**config.mk**
```make
export PLATFORM = sky130hd
export DESIGN_NAME = hs_rx_multilane_deskew
export DESIGN_NICKNAME = d
export VERILOG_FILES = /design/src/rtl/hs_rx_multilane_deskew_pkg.sv /design/src/rtl/hs_rx_multilane_deskew_lane.sv /design/src/rtl/hs_rx_multilane_deskew.sv
export SDC_FILE = /design/constraint.sdc
export NUM_CORES = 1
export LEC_CHECK = 0
export CELL_PAD_IN_SITES_DETAIL_PLACEMENT = 0
export CELL_PAD_IN_SITES_GLOBAL_PLACEMENT = 2
export CORE_ASPECT_RATIO = 2
export CORE_MARGIN = 2
export CORE_UTILIZATION = 41
export DETAILED_ROUTE_END_ITERATION = 10
export PLACE_DENSITY = 0.75
export SYNTH_ARGS = -nofsm -noshare
export SYNTH_HDL_FRONTEND = slang
export SYNTH_SLANG_ARGS = --single-unit
```
**constraint.sdc**
```tcl
create_clock -name RxDDRClkHS -period 4.2 [get_ports RxDDRClkHS]
set_input_delay 0.63 -clock RxDDRClkHS [delete_from_list [all_inputs] [get_ports RxDDRClkHS]]
set_output_delay 0.63 -clock RxDDRClkHS [all_outputs]
set_load 0.05 [all_outputs]
```
**src/rtl/hs_rx_multilane_deskew_pkg.sv**
```systemverilog
// Shared types and helpers for the multi-lane HS receive front end.
package hs_rx_pkg;

  typedef enum logic [1:0] {IDLE, HUNT, ACTIVE, ERR} hs_state_e;

  localparam logic [7:0] SYNC_BYTE_DFLT = 8'hB8;

  function automatic logic [3:0] hamming8(input logic [7:0] a, input logic [7:0] b);
    logic [3:0] n;
    n = '0;
    for (int i = 0; i < 8; i++) n = n + {3'b000, a[i] ^ b[i]};
    return n;
  endfunction

endpackage

```
**src/rtl/hs_rx_multilane_deskew_lane.sv**
```systemverilog
// One HS lane: sync hunt at either DDR phase, LSB-first byte assembly and a
// small deskew FIFO. The whole lane is cleared whenever run_i is low.
module hs_lane_rx
  import hs_rx_pkg::*;
#(
  parameter logic [7:0] SYNC_BYTE   = SYNC_BYTE_DFLT,
  parameter int         SOT_ERR_TOL = 1,
  parameter int         SKEW_DEPTH  = 4
) (
  input  logic       clk_i,
  input  logic       rst_n_i,
  input  logic       run_i,
  input  logic [1:0] bits_i,
  input  logic       rd_i,
  output logic       locked_o,
  output logic       err1_o,
  output logic       empty_o,
  output logic       ovf_o,
  output logic [7:0] byte_o
);

  localparam int AW = $clog2(SKEW_DEPTH);
  localparam logic [AW:0] PTR_ONE = (AW + 1)'(1);

  logic [9:0]  sr_q, sr_d;
  logic        locked_q, phase_q;
  logic [1:0]  cnt_q;
  logic [AW:0] wr_q, rd_q;
  logic [7:0]  mem_q [SKEW_DEPTH];
  logic [7:0]  win_e, win_l, byte_w;
  logic        hit, hit_phase, hit_err, wr, full;

  // Newest bits enter at the top, so sr_q[9] is the latest received bit.
  assign sr_d  = {bits_i[1], bits_i[0], sr_q[9:2]};
  assign win_e = sr_q[8:1];
  assign win_l = sr_q[9:2];

  always_comb begin
    hit       = 1'b0;
    hit_phase = 1'b0;
    hit_err   = 1'b0;
    if (run_i && !locked_q) begin
      if (win_e == SYNC_BYTE) begin
        hit = 1'b1;
      end else if (win_l == SYNC_BYTE) begin
        hit       = 1'b1;
        hit_phase = 1'b1;
      end else if (SOT_ERR_TOL != 0 && hamming8(win_e, SYNC_BYTE) == 4'd1) begin
        hit     = 1'b1;
        hit_err = 1'b1;
      end else if (SOT_ERR_TOL != 0 && hamming8(win_l, SYNC_BYTE) == 4'd1) begin
        hit       = 1'b1;
        hit_phase = 1'b1;
        hit_err   = 1'b1;
      end
    end
  end

  // The byte is taken from the incoming shift value so it lands in the FIFO on its completing edge.
  assign byte_w   = phase_q ? sr_d[9:2] : sr_d[8:1];
  assign wr       = run_i && locked_q && (cnt_q == 2'd3);
  assign full     = (wr_q[AW] != rd_q[AW]) && (wr_q[AW-1:0] == rd_q[AW-1:0]);
  assign empty_o  = (wr_q == rd_q);
  assign ovf_o    = wr && full;
  assign locked_o = locked_q;
  assign err1_o   = hit_err;
  assign byte_o   = mem_q[rd_q[AW-1:0]];

  always_ff @(posedge clk_i) begin
    if (!rst_n_i || !run_i) begin
      sr_q     <= '0;
      locked_q <= 1'b0;
      phase_q  <= 1'b0;
      cnt_q    <= '0;
      wr_q     <= '0;
      rd_q     <= '0;
    end else begin
      sr_q <= sr_d;
      if (hit) begin
        locked_q <= 1'b1;
        phase_q  <= hit_phase;
        cnt_q    <= 2'd1;
      end else if (locked_q) begin
        cnt_q <= cnt_q + 2'd1;
      end
      if (wr && !full) wr_q <= wr_q + PTR_ONE;
      if (rd_i) rd_q <= rd_q + PTR_ONE;
    end
  end

  always_ff @(posedge clk_i) begin
    if (wr && !full) mem_q[wr_q[AW-1:0]] <= byte_w;
  end

endmodule

```
**src/rtl/hs_rx_multilane_deskew.sv**
```systemverilog
// Multi-lane HS receive front end: burst control FSM, SoT timeout, and
// aligned pop of one byte per lane once every lane FIFO holds data.
module hs_rx_multilane_deskew
  import hs_rx_pkg::*;
#(
  parameter int         LANES        = 1,
  parameter logic [7:0] SYNC_BYTE    = SYNC_BYTE_DFLT,
  parameter int         SOT_ERR_TOL  = 1,
  parameter int         SKEW_DEPTH   = 4,
  parameter int         SYNC_TIMEOUT = 64
) (
  input  logic                 RxDDRClkHS,
  input  logic                 RST,
  input  logic                 Enable_HS_RX,
  input  logic [2*LANES-1:0]   HS_RX_DATA,
  output logic                 RxActiveHS,
  output logic                 RxSyncHS,
  output logic                 RxValidHS,
  output logic [8*LANES-1:0]   RxDataHS,
  output logic                 ErrSotHS,
  output logic                 ErrSotSyncHS
);

  localparam int TW = $clog2(SYNC_TIMEOUT + 1);
  localparam logic [TW-1:0] TMO  = TW'(SYNC_TIMEOUT);
  localparam logic [TW-1:0] TONE = TW'(1);

  hs_state_e            state_q, state_d;
  logic [TW-1:0]        tcnt_q;
  logic                 valid_q, sync_q, err_sot_q, err_seen_q;
  logic [8*LANES-1:0]   data_q, lane_bytes;
  logic [LANES-1:0]     locked, err1, empty, ovf;
  logic                 run, pop, timeout, rx_active, err_sync;

  for (genvar gi = 0; gi < LANES; gi++) begin : g_lane
    hs_lane_rx #(
      .SYNC_BYTE  (SYNC_BYTE),
      .SOT_ERR_TOL(SOT_ERR_TOL),
      .SKEW_DEPTH (SKEW_DEPTH)
    ) u_lane (
      .clk_i   (RxDDRClkHS),
      .rst_n_i (RST),
      .run_i   (run),
      .bits_i  (HS_RX_DATA[2*gi +: 2]),
      .rd_i    (pop),
      .locked_o(locked[gi]),
      .err1_o  (err1[gi]),
      .empty_o (empty[gi]),
      .ovf_o   (ovf[gi]),
      .byte_o  (lane_bytes[8*gi +: 8])
    );
  end

  assign pop     = run && !(|empty) && !(|ovf);
  assign timeout = (state_q == HUNT) && (tcnt_q == TMO) && !(&locked);

  always_ff @(posedge RxDDRClkHS) begin
    if (!RST) state_q <= IDLE;
    else      state_q <= state_d;
  end

  always_comb begin
    state_d = state_q;
    if (!Enable_HS_RX) begin
      state_d = IDLE;
    end else begin
      case (state_q)
        IDLE:    state_d = HUNT;
        HUNT:    if (|ovf || timeout) state_d = ERR;
                 else if (pop)        state_d = ACTIVE;
        ACTIVE:  if (|ovf) state_d = ERR;
        default: state_d = state_q;
      endcase
    end
  end

  always_comb begin
    rx_active = 1'b0;
    err_sync  = 1'b0;
    run       = 1'b0;
    case (state_q)
      HUNT:    run = Enable_HS_RX;
      ACTIVE:  begin rx_active = 1'b1; run = Enable_HS_RX; end
      ERR:     err_sync = 1'b1;
      default: ;
    endcase
  end

  // Data is zeroed on an enable drop so no stale group is left on the bus.
  always_ff @(posedge RxDDRClkHS) begin
    if (!RST) begin
      valid_q    <= 1'b0;
      sync_q     <= 1'b0;
      err_sot_q  <= 1'b0;
      err_seen_q <= 1'b0;
      data_q     <= '0;
      tcnt_q     <= '0;
    end else begin
      valid_q   <= pop;
      sync_q    <= pop && (state_q == HUNT);
      err_sot_q <= run && (|err1) && !err_seen_q;
      if (pop)                data_q <= lane_bytes;
      else if (!Enable_HS_RX) data_q <= '0;
      if (!run)               err_seen_q <= 1'b0;
      else if (|err1)         err_seen_q <= 1'b1;
      if (state_q != HUNT)    tcnt_q <= '0;
      else if (tcnt_q != TMO) tcnt_q <= tcnt_q + TONE;
    end
  end

  assign RxActiveHS   = rx_active;
  assign ErrSotSyncHS = err_sync;
  assign RxSyncHS     = sync_q;
  assign RxValidHS    = valid_q;
  assign RxDataHS     = data_q;
  assign ErrSotHS     = err_sot_q;

endmodule

```
==> results.sh, run 1 <==
export IMPL_async_set_or_reset_register_ratio_after_synthesis_pct=0
export IMPL_overflow=0
export IMPL_cp_required_ns=4.45
export IMPL_final_period_minus_worst_setup_slack_ns=3.732
export IMPL_synthesis_area_mm2=0.003423
export IMPL_drt_pass1_iter_count=4
export IMPL_multiInputGateArea_mm2=0.001491
export IMPL_cp_max_fo=4
export IMPL_cts_sinks=74
export IMPL_clock_path_buffers=2
export IMPL_maxCapViolCount=0
export IMPL_starting_density_of_the_core_pct=41.88
export IMPL_finalHoldViolations=0
export IMPL_worst_r2r_path_depth=11
export IMPL_first_global_vias=2215
export IMPL_setup_total_negative_slack_ns=0
export IMPL_register_area_mm2=0.001802
export IMPL_post_cts_buffers=0
export IMPL_max_vdd_drop_uv=190.0
export IMPL_syn_to_final_growth_pct=17.03
export IMPL_worst_clock_skew_ns=0.005060
export IMPL_initial_antenna_violation_count=0
export IMPL_postSynthCellCount=280
export IMPL_worst_pin_slew_ns=0.8599
export IMPL_totalWireLength_um=6770
export IMPL_synth_ff_type="sky130_fd_sc_hd__dfxtp_1"
export IMPL_nFillCells=764
export IMPL_slew_violations=0
export IMPL_cpMaxStageDelayCell="sky130_fd_sc_hd__fa_1"
export IMPL_route_antenna_remaining_nets=0
export IMPL_first_pass_grt_wire_length_um=10890
export IMPL_yosysUniqueCellTypes=53
export IMPL_power_density_mw_per_mm2=412.6
export IMPL_cts_buffers=9
export IMPL_maxSlewHeadroom_pct=42.14
export IMPL_worst_path_dominant_cell_family="adder cells"
export IMPL_reg2reg_setup_slack_ns=0.47
export IMPL_worst_path_buf_inv=2
export IMPL_crit_reg2reg_capture="ErrSotHS"
export IMPL_synth_yosys_seq_area_share_pct=52.63
export IMPL_fraction_of_layout_instances_using_a_drive_strength_above_1_pct=12.05
export IMPL_synth_seq_cells=74
export IMPL_most_common_layout_cells="42 x sky130_fd_sc_hd__dfxtp_1, 32 x sky130_fd_sc_hd__edfxtp_1, 31 x sky130_fd_sc_hd__nor2_1"
export IMPL_fp_row_count=47
export IMPL_globalplace_congestion=0.7841
export IMPL_setup_worst_path_end_class="flip-flop"
export IMPL_cts_clk_slew_worst_paths_ns=0.06
export IMPL_chipHeight_um=133.2
export IMPL_cpPeakStageDelay_ns=0.50
export IMPL_drt_vias_per_instance=5.259
export IMPL_mappedNetlistNets=312
export IMPL_critical_path_reg2reg_startpoint="g_lane[0].u_lane.sr_q[3]"
export IMPL_maximum_number_of_pins_on_one_net_before_global_route_repair=20
export IMPL_route_detailed_drc=0
export IMPL_cts_hold_fix_buffers=0
export IMPL_cts_htree_levels=3
export IMPL_grt_total_usage_pct=16.82
export IMPL_cp_data_arrival_time_ns=3.98
export IMPL_tritoncts="yes"
export IMPL_die_ar_mm2=0.009141
export IMPL_min_period_over_period_pct=88.86
export IMPL_yosysTopAreaCellShare_pct=28.07
export IMPL_status="complete, no violations"
export IMPL_worst_skew_pair_late_latency_ns=0.33
export IMPL_post_synth_cell_area_avg_um2=12.23
export IMPL_path_class="flip-flop to flip-flop"
export IMPL_core_area_mm2=0.008174
export IMPL_fin_worst_hold_slack_ns=0.4198
export IMPL_crit_path_cell_trace="inv_1, ha_1, fa_1, inv_1, fa_1, fa_1, fa_1, o31a_1, o2bb2ai_1, nand3_1, nor3b_1"
export IMPL_netlist_top_cells_area="sky130_fd_sc_hd__edfxtp_1 28%, sky130_fd_sc_hd__dfxtp_1 25%, sky130_fd_sc_hd__ha_1 6.9%"
export IMPL_floorplan_io_pins=18
export IMPL_detail_route_wl_per_cell_um=16.72
export IMPL_final_common_cell="sky130_fd_sc_hd__dfxtp_1"
export IMPL_dr_first_iter_drc_count=124
export IMPL_number_of_enable_type_register_cells_in_the_synthesized_netlist=32
export IMPL_p_leak_nw=1.448
export IMPL_cp_startpoint="g_lane[0].u_lane.sr_q[3]"
export IMPL_timing_final_setup_violations=0
export IMPL_io_buffer_count=17
export IMPL_postCtsResizedCells=0
export IMPL_count_of_vias_placed_by_the_detailed_router=2130
export IMPL_detailedPlacementHpwl_um=5182
export IMPL_hold_class="flip-flop to flip-flop"
export IMPL_die_w_um=68.61
export IMPL_insertedDiodeCount=0
export IMPL_rsz0062_at_grt="no"
export IMPL_synth_warning_count=0
export IMPL_design_power_total_w=0.001653
export IMPL_cp_endpoint="ErrSotHS"
export IMPL_post_synthesis_cell_type_with_the_largest_combined_area="sky130_fd_sc_hd__edfxtp_1"
export IMPL_final_net_count=334
export IMPL_startpoint_type="flip-flop"
export IMPL_cp_common_cell="sky130_fd_sc_hd__fa_1"
export IMPL_max_freq_mhz=267.9
export IMPL_critical_path_cell_count=11
export IMPL_clk_root_buffer_cell="sky130_fd_sc_hd__clkbuf_16"
-- sequential cells by signal (all words and copies together), names as in the netlist, named ones only --
name,cells
RxSyncHS,1
g_lane.u_lane.rd_q,3
g_lane.u_lane.phase_q,1
err_seen_q,1
g_lane.u_lane.locked_o,1
RxValidHS,1
ErrSotHS,1
g_lane.u_lane.mem_q,32
g_lane.u_lane.wr_q,3
state_q,2
g_lane.u_lane.sr_q,9
tcnt_q,7
g_lane.u_lane.cnt_q,2
RxDataHS,8
-- where the power goes --
group / total (W) / switching, W / internal, W
Clock: 0.000822 / 0.000300 / 0.000522
Combinational: 0.0000768 / 0.0000465 / 0.0000303
Sequential: 0.000754 / 0.00000420 / 0.000750
Total: 0.00165 / 0.000350 / 0.00130
-- kinds of logic after synthesis --
| group | after synthesis | share of synthesized area (%) |
|---|---|---|
| AOI/OAI and AO/OA | 41 | 9.321 |
| xor gates and xnor gates | 14 | 4.569 |
| adders and majority gates | 27 | 11.62 |
| and+or+nand+nor | 80 | 11.55 |
| DFF | 74 | 52.63 |
| buffers and inverters | 32 | 3.801 |
| muxes | 12 | 6.506 |
-- layout make-up --
class	instances	share of cell area [%]
Timing Repair Buffer	18	4.435
Clock buffer	10	5.715
Sequential cell	74	44.97
Inverter	25	2.342
Multi-Input combinational cell	174	37.23
Tap cell	98	3.061
Clock inverter	6	2.249
-- synth_stat cells (all sizes together), types with 3 or more instances --
master,number
dfxtp,42
edfxtp,32
and3,4
clkbuf,3
a21oi,7
a22o,7
fa,8
nand3,6
nand4,3
nor2b,3
and2,6
o21ai,10
nor4,3
inv,25
nand2,15
xor2,4
buf,4
o211ai,3
nor2,31
ha,19
xnor2,10
mux4,8
-- stage by stage --
stage	cells	worst slack, ns	utilization [%]	cell area, um2
3_3_place_gp	389	0.5103	45.11	3687
6_report	405	0.4679	49.01	4006
3_5_place_dp	389	0.4408	45.11	3687
4_1_cts	405	0.4425	49.01	4006
2_1_floorplan	280	0.7590	-	3423
5_1_grt	405	0.2451	49.01	4006
-- layer usage --
metal	GRT usage (%)	vias to the layer above	part of all wire (%)
met5	0	-	0
met4	8.000	0	3.2
met3	4.139	13	2.5
met2	30.40	34	58
met1	16.95	1054	36
li1	-	1029	-
-- how the worst min path moves through the flow --
stage	start	to	depth (start not counted)
final	err_seen_q	ErrSotHS	1
after detailed placement	err_seen_q	ErrSotHS	1
after floorplan	err_seen_q	ErrSotHS	1
after CTS	err_seen_q	ErrSotHS	1
after global placement	err_seen_q	ErrSotHS	1
after global routing	err_seen_q	ErrSotHS	1
Note: power is estimated with default switching activity, not from simulation.
==> inputs of run 2 (changes only) <==
--- a/config.mk
+++ b/config.mk
@@ -5,7 +5,7 @@
 export SDC_FILE = /design/constraint.sdc
 export NUM_CORES = 1
 export LEC_CHECK = 0
-export CELL_PAD_IN_SITES_DETAIL_PLACEMENT = 0
+export CELL_PAD_IN_SITES_DETAIL_PLACEMENT = 1
 export CELL_PAD_IN_SITES_GLOBAL_PLACEMENT = 2
 export CORE_ASPECT_RATIO = 2
 export CORE_MARGIN = 2
==> run 2 against run 1 <==
Non-clock buffer count unchanged. Die area did not move. Clock power fell by 7.9%. Clock skew hardly changed. Critical path type unchanged. Largest cell class unchanged. Largest power group unchanged.
==> results.sh, run 2 (synthesis gave the netlist of run 1 again) <==
export IMPL_dr_first_iter_drc_count=109
export IMPL_cts_buffers=9
export IMPL_die_w_um=68.61
export IMPL_route_antenna_remaining_nets=0
export IMPL_finalHoldViolations=0
export IMPL_worst_clock_skew_ns=0.005185
export IMPL_grt_total_usage_pct=18.71
export IMPL_power_density_mw_per_mm2=399.4
export IMPL_globalplace_congestion=0.7841
export IMPL_cts_hold_fix_buffers=0
export IMPL_first_pass_grt_wire_length_um=12110
export IMPL_slew_violations=0
export IMPL_floorplan_io_pins=18
export IMPL_status="complete, no violations"
export IMPL_die_ar_mm2=0.009141
export IMPL_drt_vias_per_instance=5.254
export IMPL_finish_utilization_pct=48.71
export IMPL_postCtsResizedCells=0
export IMPL_final_common_cell="sky130_fd_sc_hd__dfxtp_1"
export IMPL_setup_worst_path_end_class="flip-flop"
export IMPL_cpMaxStageDelayCell="sky130_fd_sc_hd__fa_1"
export IMPL_drt_pass1_iter_count=4
export IMPL_worst_skew_pair_late_latency_ns=0.33
export IMPL_startpoint_type="flip-flop"
export IMPL_count_of_vias_placed_by_the_detailed_router=2128
export IMPL_maxCapViolCount=0
export IMPL_timing_final_setup_violations=0
export IMPL_max_vdd_drop_uv=195.5
export IMPL_largest_register_ffs=32
export IMPL_syn_to_final_growth_pct=16.30
export IMPL_most_common_layout_cells="42 x sky130_fd_sc_hd__dfxtp_1, 32 x sky130_fd_sc_hd__edfxtp_1, 31 x sky130_fd_sc_hd__nor2_1"
export IMPL_detailedPlacementHpwl_um=5595
export IMPL_crit_path_cell_trace="inv_1, ha_1, fa_1, inv_1, fa_1, fa_1, fa_1, nor3b_1, o2bb2ai_1, nand3_1, nor3b_1"
export IMPL_hold_class="flip-flop to flip-flop"
export IMPL_cts_clk_slew_worst_paths_ns=0.06
export IMPL_first_global_vias=2373
export IMPL_detail_route_wl_per_cell_um=18.00
export IMPL_rsz0062_at_grt="no"
export IMPL_core_area_mm2=0.008174
export IMPL_path_class="flip-flop to flip-flop"
export IMPL_tritoncts="yes"
export IMPL_route_detailed_drc=0
export IMPL_max_freq_mhz=267.3
export IMPL_cp_required_ns=4.45
export IMPL_final_period_minus_worst_setup_slack_ns=3.740
export IMPL_setup_total_negative_slack_ns=0
export IMPL_cpPeakStageDelay_ns=0.51
export IMPL_min_period_over_period_pct=89.06
export IMPL_initial_antenna_violation_count=0
export IMPL_cp_common_cell="sky130_fd_sc_hd__fa_1"
export IMPL_overflow=0
export IMPL_totalWireLength_um=7290
export IMPL_io_buffer_count=17
export IMPL_final_net_count=334
export IMPL_setup_slack_after_placement_ns=0.4284
export IMPL_maxSlewHeadroom_pct=51.47
export IMPL_cts_sinks=74
export IMPL_chipHeight_um=133.2
export IMPL_fraction_of_layout_instances_using_a_drive_strength_above_1_pct=12.05
export IMPL_clock_path_buffers=2
export IMPL_cts_htree_levels=3
export IMPL_post_cts_buffers=0
export IMPL_insertedDiodeCount=0
export IMPL_cp_max_fo=4
export IMPL_nFillCells=876
export IMPL_clk_root_buffer_cell="sky130_fd_sc_hd__clkbuf_16"
export IMPL_starting_density_of_the_core_pct=41.88
export IMPL_worst_pin_slew_ns=0.7214
export IMPL_cp_data_arrival_time_ns=3.99
export IMPL_p_leak_nw=1.438
export IMPL_maximum_number_of_pins_on_one_net_before_global_route_repair=20
export IMPL_fp_row_count=47
export IMPL_setup_slack_ns=0.4595
[run 2: cell types whose count changed in the layout (fill, tap and decap cells not counted), sizes merged]
cell,before,now
bufinv,2,1
clkinv,2,3
[run 2: worst max-delay path: cells and delay by family, from the launching register on]
| family | cells | cell delay (ns) |
|---|---|---|
| compound gates | 1 | 0.26 |
| fa+ha+maj | 5 | 2.26 |
| buf+inv | 2 | 0.13 |
| simple gates | 3 | 0.65 |
| flops | 1 | 0.36 |
[run 2: power breakdown]
| part | switching, W | leakage (nW) | internal, W |
|---|---|---|---|
| sequential | 0.00000415 | 0.647 | 0.000750 |
| clock | 0.000297 | 0.143 | 0.000461 |
| combinational | 0.0000481 | 0.648 | 0.0000303 |
[run 2: worst paths after layout]
kind | start | to | slack [ns] | cells after the start
worst max register to register | g_lane[0].u_lane.sr_q[2] | ErrSotHS | 0.46 | 11
worst min register to register | err_seen_q | ErrSotHS | 0.43 | 1
worst min-delay path | err_seen_q | ErrSotHS | 0.43 | 1
worst max-delay path | g_lane[0].u_lane.sr_q[2] | ErrSotHS | 0.46 | 11
[run 2: per-layer routing]
layer | GRT usage, % | wire [um]
met3 | 4.307 | 146
met4 | 7.333 | 124
met1 | 18.81 | 2639
met2 | 34.78 | 4379
met5 | 0 | 0
[run 2: cell type report]
cell class / instances / area, um2 / share of cell area (%)
clock buffers: 10 / 229.0 / 5.751
clock inverters: 6 / 65.06 / 1.634
inverters: 25 / 93.84 / 2.357
multi-input cells: 174 / 1491 / 37.46
flip-flops and latches: 74 / 1802 / 45.25
well taps: 98 / 122.6 / 3.080
repair buffers: 18 / 177.7 / 4.463
[run 2: per-stage QoR]
step	power, W	area (um2)	instances	hold WS (ns)
2_1_floorplan	0.0008237	3423	280	0.3965
3_3_place_gp	0.0008485	3687	389	0.4041
3_5_place_dp	0.0008493	3687	389	0.4256
4_1_cts	0.001610	3981	405	0.4353
5_1_grt	0.001651	3981	405	0.4690
6_report	0.001590	3981	405	0.4333
